<file path="config.mk">
export PLATFORM = sky130hd
export DESIGN_NAME = mips_memory_access_unit
export DESIGN_NICKNAME = d
export VERILOG_FILES = /design/src/rtl/mips_memory_access_unit.sv
export SDC_FILE = /design/constraint.sdc
export NUM_CORES = 1
export LEC_CHECK = 0
export BUFFER_PORTS_ARGS = -buffer_cell sky130_fd_sc_hd__clkbuf_2
export CAP_MARGIN = 20
export CORE_AREA = 2 2 115 117
export DETAILED_ROUTE_END_ITERATION = 6
export DIE_AREA = 0 0 117 119
export PLACE_DENSITY = 0.72
export SETUP_SLACK_MARGIN = 0.5
export SYNTH_ARGS = -nofsm -noshare
export SYNTH_HDL_FRONTEND = slang
export SYNTH_SLANG_ARGS = --single-unit
</file>
<file path="constraint.sdc">
create_clock -name clock -period 2.5 [get_ports clock]
set_clock_uncertainty 0.1 [all_clocks]
set_input_delay 0.25 -clock clock [delete_from_list [all_inputs] [get_ports clock]]
set_output_delay 0.25 -clock clock [all_outputs]
set_load 0.01 [all_outputs]
</file>
<file path="src/rtl/mips_memory_access_unit.sv">
// ---------------------------------------------------------------------------
// mips_memory_access_unit
//
// Purpose:
//   Memory-stage access engine for a MIPS-style pipeline. It accepts one
//   load/store request from the pipeline and checks its alignment. Aligned
//   requests become one word-wide request on a simple req/ack memory port.
//   Loads return aligned, sign- or zero-extended data. The pipeline is
//   stalled (busy) while a request is outstanding.
//
// Handshake (memory side):
//   mem_req is raised the cycle after a request is accepted. mem_req,
//   mem_we, mem_addr, mem_mask and mem_wdata stay stable until mem_ack is
//   sampled high on a rising clock edge. mem_req drops in the following
//   cycle. mem_ack is ignored whenever no request is outstanding. If
//   mem_ack has not arrived after TIMEOUT request cycles, the request is
//   abandoned and a timeout fault is reported.
//
// Ports:
//   clock, reset_n          : clock, synchronous active-low reset
//   start                   : pipeline presents an access this cycle
//   write_enable            : 1 = store, 0 = load
//   byte_enable [1:0]       : 0 none, 1 byte, 2 half, 3 word
//   byte_extend             : 0 sign-extend, 1 zero-extend (loads)
//   address [31:0]          : byte address
//   store_data [31:0]       : right-justified store data
//   busy                    : stall request to the pipeline
//   done                    : one-cycle completion pulse
//   load_data [31:0]        : result of the most recent successful load
//   fault [1:0]             : with done: 0 none, 1 misaligned, 2 timeout
//   mem_req/mem_we          : memory request / write strobe
//   mem_addr [29:0]         : word address
//   mem_mask [3:0]          : little-endian byte-lane mask
//   mem_wdata [31:0]        : lane-replicated store data
//   mem_ack, mem_rdata      : memory acknowledge and read data
// ---------------------------------------------------------------------------
module mips_memory_access_unit #(
    parameter int TIMEOUT = 255
) (
    input  logic        clock,
    input  logic        reset_n,
    input  logic        start,
    input  logic        write_enable,
    input  logic [1:0]  byte_enable,
    input  logic        byte_extend,
    input  logic [31:0] address,
    input  logic [31:0] store_data,
    output logic        busy,
    output logic        done,
    output logic [31:0] load_data,
    output logic [1:0]  fault,
    output logic        mem_req,
    output logic        mem_we,
    output logic [29:0] mem_addr,
    output logic [3:0]  mem_mask,
    output logic [31:0] mem_wdata,
    input  logic        mem_ack,
    input  logic [31:0] mem_rdata
);

    localparam int CW = $clog2(TIMEOUT + 1);

    localparam logic [1:0] BE_NONE = 2'd0;
    localparam logic [1:0] BE_BYTE = 2'd1;
    localparam logic [1:0] BE_HALF = 2'd2;
    localparam logic [1:0] BE_WORD = 2'd3;

    localparam logic [1:0] FAULT_NONE      = 2'd0;
    localparam logic [1:0] FAULT_MISALIGN  = 2'd1;
    localparam logic [1:0] FAULT_TIMEOUT   = 2'd2;

    typedef enum logic [1:0] {
        IDLE    = 2'd0,
        ACCESS  = 2'd1,
        RESPOND = 2'd2
    } state_t;

    state_t          state_q, state_d;
    logic [CW-1:0]   cnt_q, cnt_d;
    logic            we_q, we_d;
    logic [1:0]      be_q, be_d;
    logic            ext_q, ext_d;
    logic [31:0]     addr_q, addr_d;
    logic [3:0]      mask_q, mask_d;
    logic [31:0]     wdata_q, wdata_d;
    logic [1:0]      fault_q, fault_d;
    logic [31:0]     load_data_q, load_data_d;

    logic            accept;
    logic            misaligned;
    logic [3:0]      lane_mask;
    logic [31:0]     lane_wdata;
    logic [7:0]      rd_byte;
    logic [15:0]     rd_half;
    logic [31:0]     rd_extended;

    // Request decode from the live pipeline inputs (used only at accept).
    always_comb begin
        accept     = (state_q == IDLE) && start && (byte_enable != BE_NONE);
        misaligned = ((byte_enable == BE_HALF) && address[0]) ||
                     ((byte_enable == BE_WORD) && (address[1:0] != 2'b00));

        lane_mask  = 4'b0000;
        lane_wdata = store_data;
        case (byte_enable)
            BE_BYTE: begin
                lane_mask  = 4'b0001 << address[1:0];
                lane_wdata = {4{store_data[7:0]}};
            end
            BE_HALF: begin
                lane_mask  = address[1] ? 4'b1100 : 4'b0011;
                lane_wdata = {2{store_data[15:0]}};
            end
            BE_WORD: begin
                lane_mask  = 4'b1111;
                lane_wdata = store_data;
            end
            default: begin
                lane_mask  = 4'b0000;
                lane_wdata = store_data;
            end
        endcase
    end

    // Load extraction from the returned word using the latched request.
    always_comb begin
        rd_byte = mem_rdata[7:0];
        case (addr_q[1:0])
            2'd0:    rd_byte = mem_rdata[7:0];
            2'd1:    rd_byte = mem_rdata[15:8];
            2'd2:    rd_byte = mem_rdata[23:16];
            default: rd_byte = mem_rdata[31:24];
        endcase
        rd_half = addr_q[1] ? mem_rdata[31:16] : mem_rdata[15:0];

        // byte_extend = 1 selects zero extension, so the sign bit is masked.
        case (be_q)
            BE_BYTE: rd_extended = {{24{rd_byte[7] & ~ext_q}}, rd_byte};
            BE_HALF: rd_extended = {{16{rd_half[15] & ~ext_q}}, rd_half};
            default: rd_extended = mem_rdata;
        endcase
    end

    // Next-state and datapath updates.
    always_comb begin
        state_d     = state_q;
        cnt_d       = cnt_q;
        we_d        = we_q;
        be_d        = be_q;
        ext_d       = ext_q;
        addr_d      = addr_q;
        mask_d      = mask_q;
        wdata_d     = wdata_q;
        fault_d     = fault_q;
        load_data_d = load_data_q;

        case (state_q)
            IDLE: begin
                if (accept) begin
                    we_d    = write_enable;
                    be_d    = byte_enable;
                    ext_d   = byte_extend;
                    addr_d  = address;
                    mask_d  = lane_mask;
                    wdata_d = lane_wdata;
                    cnt_d   = '0;
                    if (misaligned) begin
                        // Reported without ever touching the memory port.
                        fault_d = FAULT_MISALIGN;
                        state_d = RESPOND;
                    end else begin
                        fault_d = FAULT_NONE;
                        state_d = ACCESS;
                    end
                end
            end
            ACCESS: begin
                // An ack in the final allowed cycle still wins over timeout.
                if (mem_ack) begin
                    fault_d = FAULT_NONE;
                    if (!we_q) begin
                        load_data_d = rd_extended;
                    end
                    state_d = RESPOND;
                end else if (cnt_q == CW'(TIMEOUT - 1)) begin
                    fault_d = FAULT_TIMEOUT;
                    state_d = RESPOND;
                end else begin
                    cnt_d = cnt_q + CW'(1);
                end
            end
            RESPOND: begin
                state_d = IDLE;
            end
            default: begin
                state_d = IDLE;
            end
        endcase
    end

    always_ff @(posedge clock) begin
        if (!reset_n) begin
            state_q     <= IDLE;
            cnt_q       <= '0;
            we_q        <= 1'b0;
            be_q        <= BE_NONE;
            ext_q       <= 1'b0;
            addr_q      <= '0;
            mask_q      <= '0;
            wdata_q     <= '0;
            fault_q     <= FAULT_NONE;
            load_data_q <= '0;
        end else begin
            state_q     <= state_d;
            cnt_q       <= cnt_d;
            we_q        <= we_d;
            be_q        <= be_d;
            ext_q       <= ext_d;
            addr_q      <= addr_d;
            mask_q      <= mask_d;
            wdata_q     <= wdata_d;
            fault_q     <= fault_d;
            load_data_q <= load_data_d;
        end
    end

    // Outputs. busy covers the accept cycle combinationally so the
    // pipeline holds the instruction in the same cycle it is presented.
    always_comb begin
        busy      = accept || (state_q == ACCESS);
        done      = (state_q == RESPOND);
        fault     = (state_q == RESPOND) ? fault_q : FAULT_NONE;
        load_data = load_data_q;
        mem_req   = (state_q == ACCESS);
        mem_we    = we_q;
        mem_addr  = addr_q[31:2];
        mem_mask  = mask_q;
        mem_wdata = wdata_q;
    end

endmodule

</file>
; ---- Word-level counts from Yosys, hierarchy flattened
; Index checks and enable logic that the tools add are counted.
[classes]
n_addsub = 1
muxes = 20
n_bitwise = 4
shift = 1
reduce_logical = 16
eq_ne = 14
[op_table]
columns = op, n
row1 = 32-bit one-hot mux with 2 select lines, 2
row2 = 8-bit 2-to-1 mux, 3
row3 = 8-bit one-hot mux with 3 select lines, 1
row4 = 16-bit 2-to-1 mux, 1
row5 = 8-bit one-hot mux with 2 select lines, 1
row6 = 2-bit 2-to-1 mux, 7
row7 = 4-bit one-hot mux with 3 select lines, 1
row8 = "2-bit == test, second input constant", 5
row9 = "8-bit by 1-bit adder with 8-bit output, second input constant", 1
row10 = "2-bit by 1-bit == test with 1-bit output, second input constant", 4
row11 = "8-bit == test, second input constant", 1
row12 = 2-bit one-hot mux with 2 select lines, 2
row13 = "2-bit inequality test, second input constant", 3
row14 = 3-bit AND reduction, 2
row15 = 2-bit nonzero test, 3
row16 = 1-bit logical AND, 4
row17 = 2-bit zero test, 2
row18 = 4-bit 2-to-1 mux, 1
row19 = 2-bit AND reduction, 2
row20 = 4-bit AND reduction, 1
row21 = "1-bit by 2-bit left shift with 4-bit output, first input constant", 1
row22 = "3-bit by 1-bit inequality test with 1-bit output, second input constant", 1
row23 = 1-bit AND, 2
row24 = 1-bit logical OR, 2
row25 = other kinds (2), 3
[word_totals]
regBits = 116
inputBits = 104
elab_cells = 66

; ---- Logic depth before layout (Yosys ltp)
[depth]
depth_word = 6
ltp_mapped = 8
depth_no_buf = 6

; ---- Worst setup path after synthesis
; OpenSTA, ideal clock, no wires.
[synth_path]
path_kind = register to register
start = register cnt_q[0]
end = register cnt_q[7]
period_less_slack_ns = 1.840
t_arrival_ns = 1.670
required_ns = 2.330
slack_ns = 0.660
path_stages_with_launch = 7
path_cell_list = dfxtp_1 > inv_1 > ha_1 > and4_1 > a2111o_1 > or3_1 > a21oi_1
[synth_between]
elab_chain_cells = 4
elab_cells_between_ends = 7
[synth_lines]
columns = item, line
row1 = from (decl), 79  ; logic [CW-1:0] cnt_q, cnt_d;
row2 = from (signal assigned), 215  ; cnt_q <= cnt_d;
row3 = 8-bit by 1-bit adder with 8-bit output, 189  ; cnt_d = cnt_q + CW'(1);
row4 = 8-bit 2-to-1 mux, 185  ; end else if (cnt_q == CW'(TIMEOUT - 1)) begin
row5 = 8-bit 2-to-1 mux, 179  ; if (mem_ack) begin
row6 = 8-bit one-hot mux with 2 select lines, 157  ; case (state_q)
; Several ways; a longest one is shown, not always the timed one. The select of a mux whose other input is x is not followed.
; A chain may end at the register's enable or synchronous reset.

; ---- Final worst setup path
[layout_path]
start = register state_q[1]
end = output port busy
[layout_between]
elab_chain_cells = 4
elab_cells_between_ends = 5
[layout_lines]
columns = item, line
row1 = from (decl), 78  ; state_t state_q, state_d;
row2 = from (signal assigned), 214  ; state_q <= state_d;
row3 = 2-bit zero test, 99  ; accept = (state_q == IDLE) && start && (byte_enable != BE_NONE);
row4 = 1-bit logical AND (2 in a row), 99
row5 = 1-bit logical OR *, 230  ; busy = accept || (state_q == ACCESS);
row6 = to (decl), 48  ; output logic busy,
; Mark *: on every way between the ends. The rest lies on a longest branch, timed or not.

==> results.tsv <==
metric	value	unit
Critical Path End Type	output pin	
drt first pass iters	5	
Post-synth EDFFs	0	
Vias/cell	5.04	
Die Ht	119	um
Main synth FF type	dfxtp_1	
Setup TNS	0	ps
Residual DRC	0	
core footprint	12900	um2
Worst EP required	2150	ps
Longest Clk Path Bufs	2	
CP top delay family	buffers and inverters	
DR WL/cell	14.6	um
mapped cell area	5550	um2
Post-Syn Area per Cell	8.21	um2
Worst setup SP type	flop	
Slew HR	56.6	%
fmax	0.526	GHz
crit-path max cell delay	320	ps
Hold Crit Depth	3	
Slew Limit Fails	0	
DR vias	5514	
Die W	117	um
hold crit path type	in2reg	
Overall Global Routing Usage	23.0	%
Routed WL	16000	um
clk_lat worst skew	410	ps
Post-DRT Antenna Nets	0	
CTS tree	done	
CTS H-tree lvls	4	
RePlAce Congestion	0.864	
CTS Root Cell	clkbuf_16	
Synth Net Count	788	
largest net degree at the start of global routing	115	
kind of critical path	reg2out	
power density cells	674	nW/um2
Max Used Layer	met4	
First DRT Iteration DRCs	324	
Reg2Reg Depth	6	
CP arrival	1550	ps
most frequent cell after synthesis	nand2_1	
# port buffers	207	
Final Util	60.4	%
Tcrit/Tclk final	76.1	%
post-synthesis sequential area ratio	41.8	%
biggest area consumer among synthesized cells	dfxtp_1	
synth warn	0	
critical path depth in cells	6	
Fin Hold WS	16.0	ps
clock sinks	116	
CTS Buf Count	17	
critical path's slowest cell	dfxtp_1	
Synth Register Bits	116	
layout cells sized above 1	29.8	%
initial core utilization	43.1	%
synth top area cells	dfxtp_1 (42%), nand2_1 (8.7%), a21boi_0 (5.7%), a21oi_1 (5.1%), o21ai_0 (4.7%)	
RSZ-0062 raised after global routing	false	
hpwl dp	10300	um
Syn Inst Count	676	
fill cell count	1128	
n_diodes	0	
Worst Tran Pin Value	651	ps
I/O Pins	208	
Buf/Inv on CP	4	
routed wl met3	1000	um
status	completed	
top cells by count, synth	nand2_1 (128), dfxtp_1 (116), a21oi_1 (57)	
# rows	42	
Hold Vio Cnt, Final	0	
Distinct cells, synth	49	
nets@finish	1017	
vias in the first global route	5177	
die area	13900	um2
Area Overhead vs Synth	40.1	%
top cell type's share of synthesized area	41.8	%
Pleak	3.36	nW
Max rail drop VDD	0.394	mV
Reg clk slew, reported paths	60	ps
CP Max Fanout	7	
initial antenna violation count	0	
min Tclk post-route	1900	ps
met2 WL	7580	um
Async SR Flop Fraction	0	%
first-pass GRT wire length	25600	um
total gr overflow	0	
WL met1	7070	um
endpoints failing setup	0	
maxcap violations	0	
worst-path cell chain	buf_4 > nor4b_4 > buf_6 > nor2_1 > inv_1 > clkbuf_2	
post-route total power	5.24	mW
worst paths after layout:
| check | from | slack, ps | end |
|---|---|---|---|
| hold / removal | store_data[7] | 20 | mem_wdata[7]$_SDFFE_PN0P_ |
| hold reg to reg | addr_q[13]$_SDFFE_PN0P_ | 360 | addr_q[13]$_SDFFE_PN0P_ |
| setup reg to reg | cnt_q[0]$_SDFFE_PN0P_ | 600 | cnt_q[7]$_SDFFE_PN0P_ |
| setup / recovery | state_q[1]$_SDFFE_PN0P_ | 600 | busy |
through the flow:
step | instance area [um2] | setup WS (ps) | std cells
global placement | 6520 | 318 | 994
detailed placement | 6520 | 284 | 994
global route | 7770 | 482 | 1094
floorplan | 5550 | 660 | 676
finish | 7770 | 597 | 1094
CTS | 7750 | 502 | 1092
worst min-delay path, delay by kind of cell:
family	cells	cell delay, ps
compound gates	1	60
buf+inv	1	110
simple gates	1	50
cells in the final DEF (no fill, tap or decap), types with 4 or more instances in the layout:
master / Yosys / layout
a21boi_0: 42 / 42
a21boi_1: 7 / 7
a21o_1: 8 / 8
a21oi_1: 57 / 57
a22o_1: 8 / 8
a311oi_1: 8 / 8
a31oi_1: 7 / 7
and2_1: 5 / 5
buf_4: 31 / 16
clkbuf_16: 0 / 17
clkbuf_2: 0 / 206
clkinv_2: 0 / 7
dfxtp_1: 116 / 114
dlygate4sd3_1: 0 / 65
ha_1: 8 / 7
inv_1: 8 / 8
mux2_2: 7 / 7
nand2_1: 128 / 128
nand2b_1: 20 / 20
nand3_1: 7 / 7
nand3b_1: 9 / 9
nand4_1: 4 / 4
nor2_1: 17 / 17
nor2b_1: 15 / 15
nor3b_1: 9 / 9
o211ai_1: 18 / 18
o21ai_0: 52 / 52
o22ai_1: 4 / 4
layer usage:
metal | GRT usage, % | vias to the layer above
met5 | 0 | -
met4 | 9.12 | 0
met3 | 5.90 | 30
met2 | 36.6 | 192
met1 | 29.7 | 2511
li1 | - | 2781
report_power, final:
group | total (mW) | internal [mW] | switching [mW] | leakage (nW)
Sequential | 2.05 | 1.97 | 0.0727 | 0.950
Clock | 2.32 | 1.48 | 0.842 | 0.276
Combinational | 0.871 | 0.402 | 0.469 | 2.13
Total | 5.24 | 3.85 | 1.38 | 3.36
registers in the layout, summed over array words and instances (netlist names):
register / cells
load_data: 32
addr_q: 32
cnt_q: 8
mem_mask: 4
mem_we: 1
mem_wdata: 32
state_q: 2
be_q: 2
fault_q: 2
ext_q: 1
what timing repair did:
item	4_1_cts	5_1_grt
pin swaps	1	1
buffers inserted	1	2
resized for setup	1	6
endpoints found under the setup margin	1	25
cloned	0	0
hold buffers	65	0
endpoints found under the hold margin	65	0
logic make-up (layout without fill, tap and decap cells):
family | count (synthesis) | count (layout) | synth area share, %
buffers and inverters | 90 | 332 | 8.59
adders and majority gates | 8 | 8 | 1.80
DFF | 116 | 116 | 41.8
and+or+nand+nor | 231 | 231 | 20.6
muxes | 9 | 9 | 1.78
xor gates and xnor gates | 1 | 1 | 0.158
AOI/OAI and AO/OA | 221 | 221 | 25.2
cell type report:
type | instances | area (um2) | area share [%]
clock buffer | 21 | 450 | 5.79
clock inverter | 11 | 110 | 1.42
inverter | 8 | 30.0 | 0.386
multi-input combinational | 470 | 2760 | 35.5
sequential | 116 | 2330 | 29.9
tap | 176 | 220 | 2.83
timing repair buffer | 292 | 1880 | 24.2
Note: power is estimated with default switching activity, not from simulation.
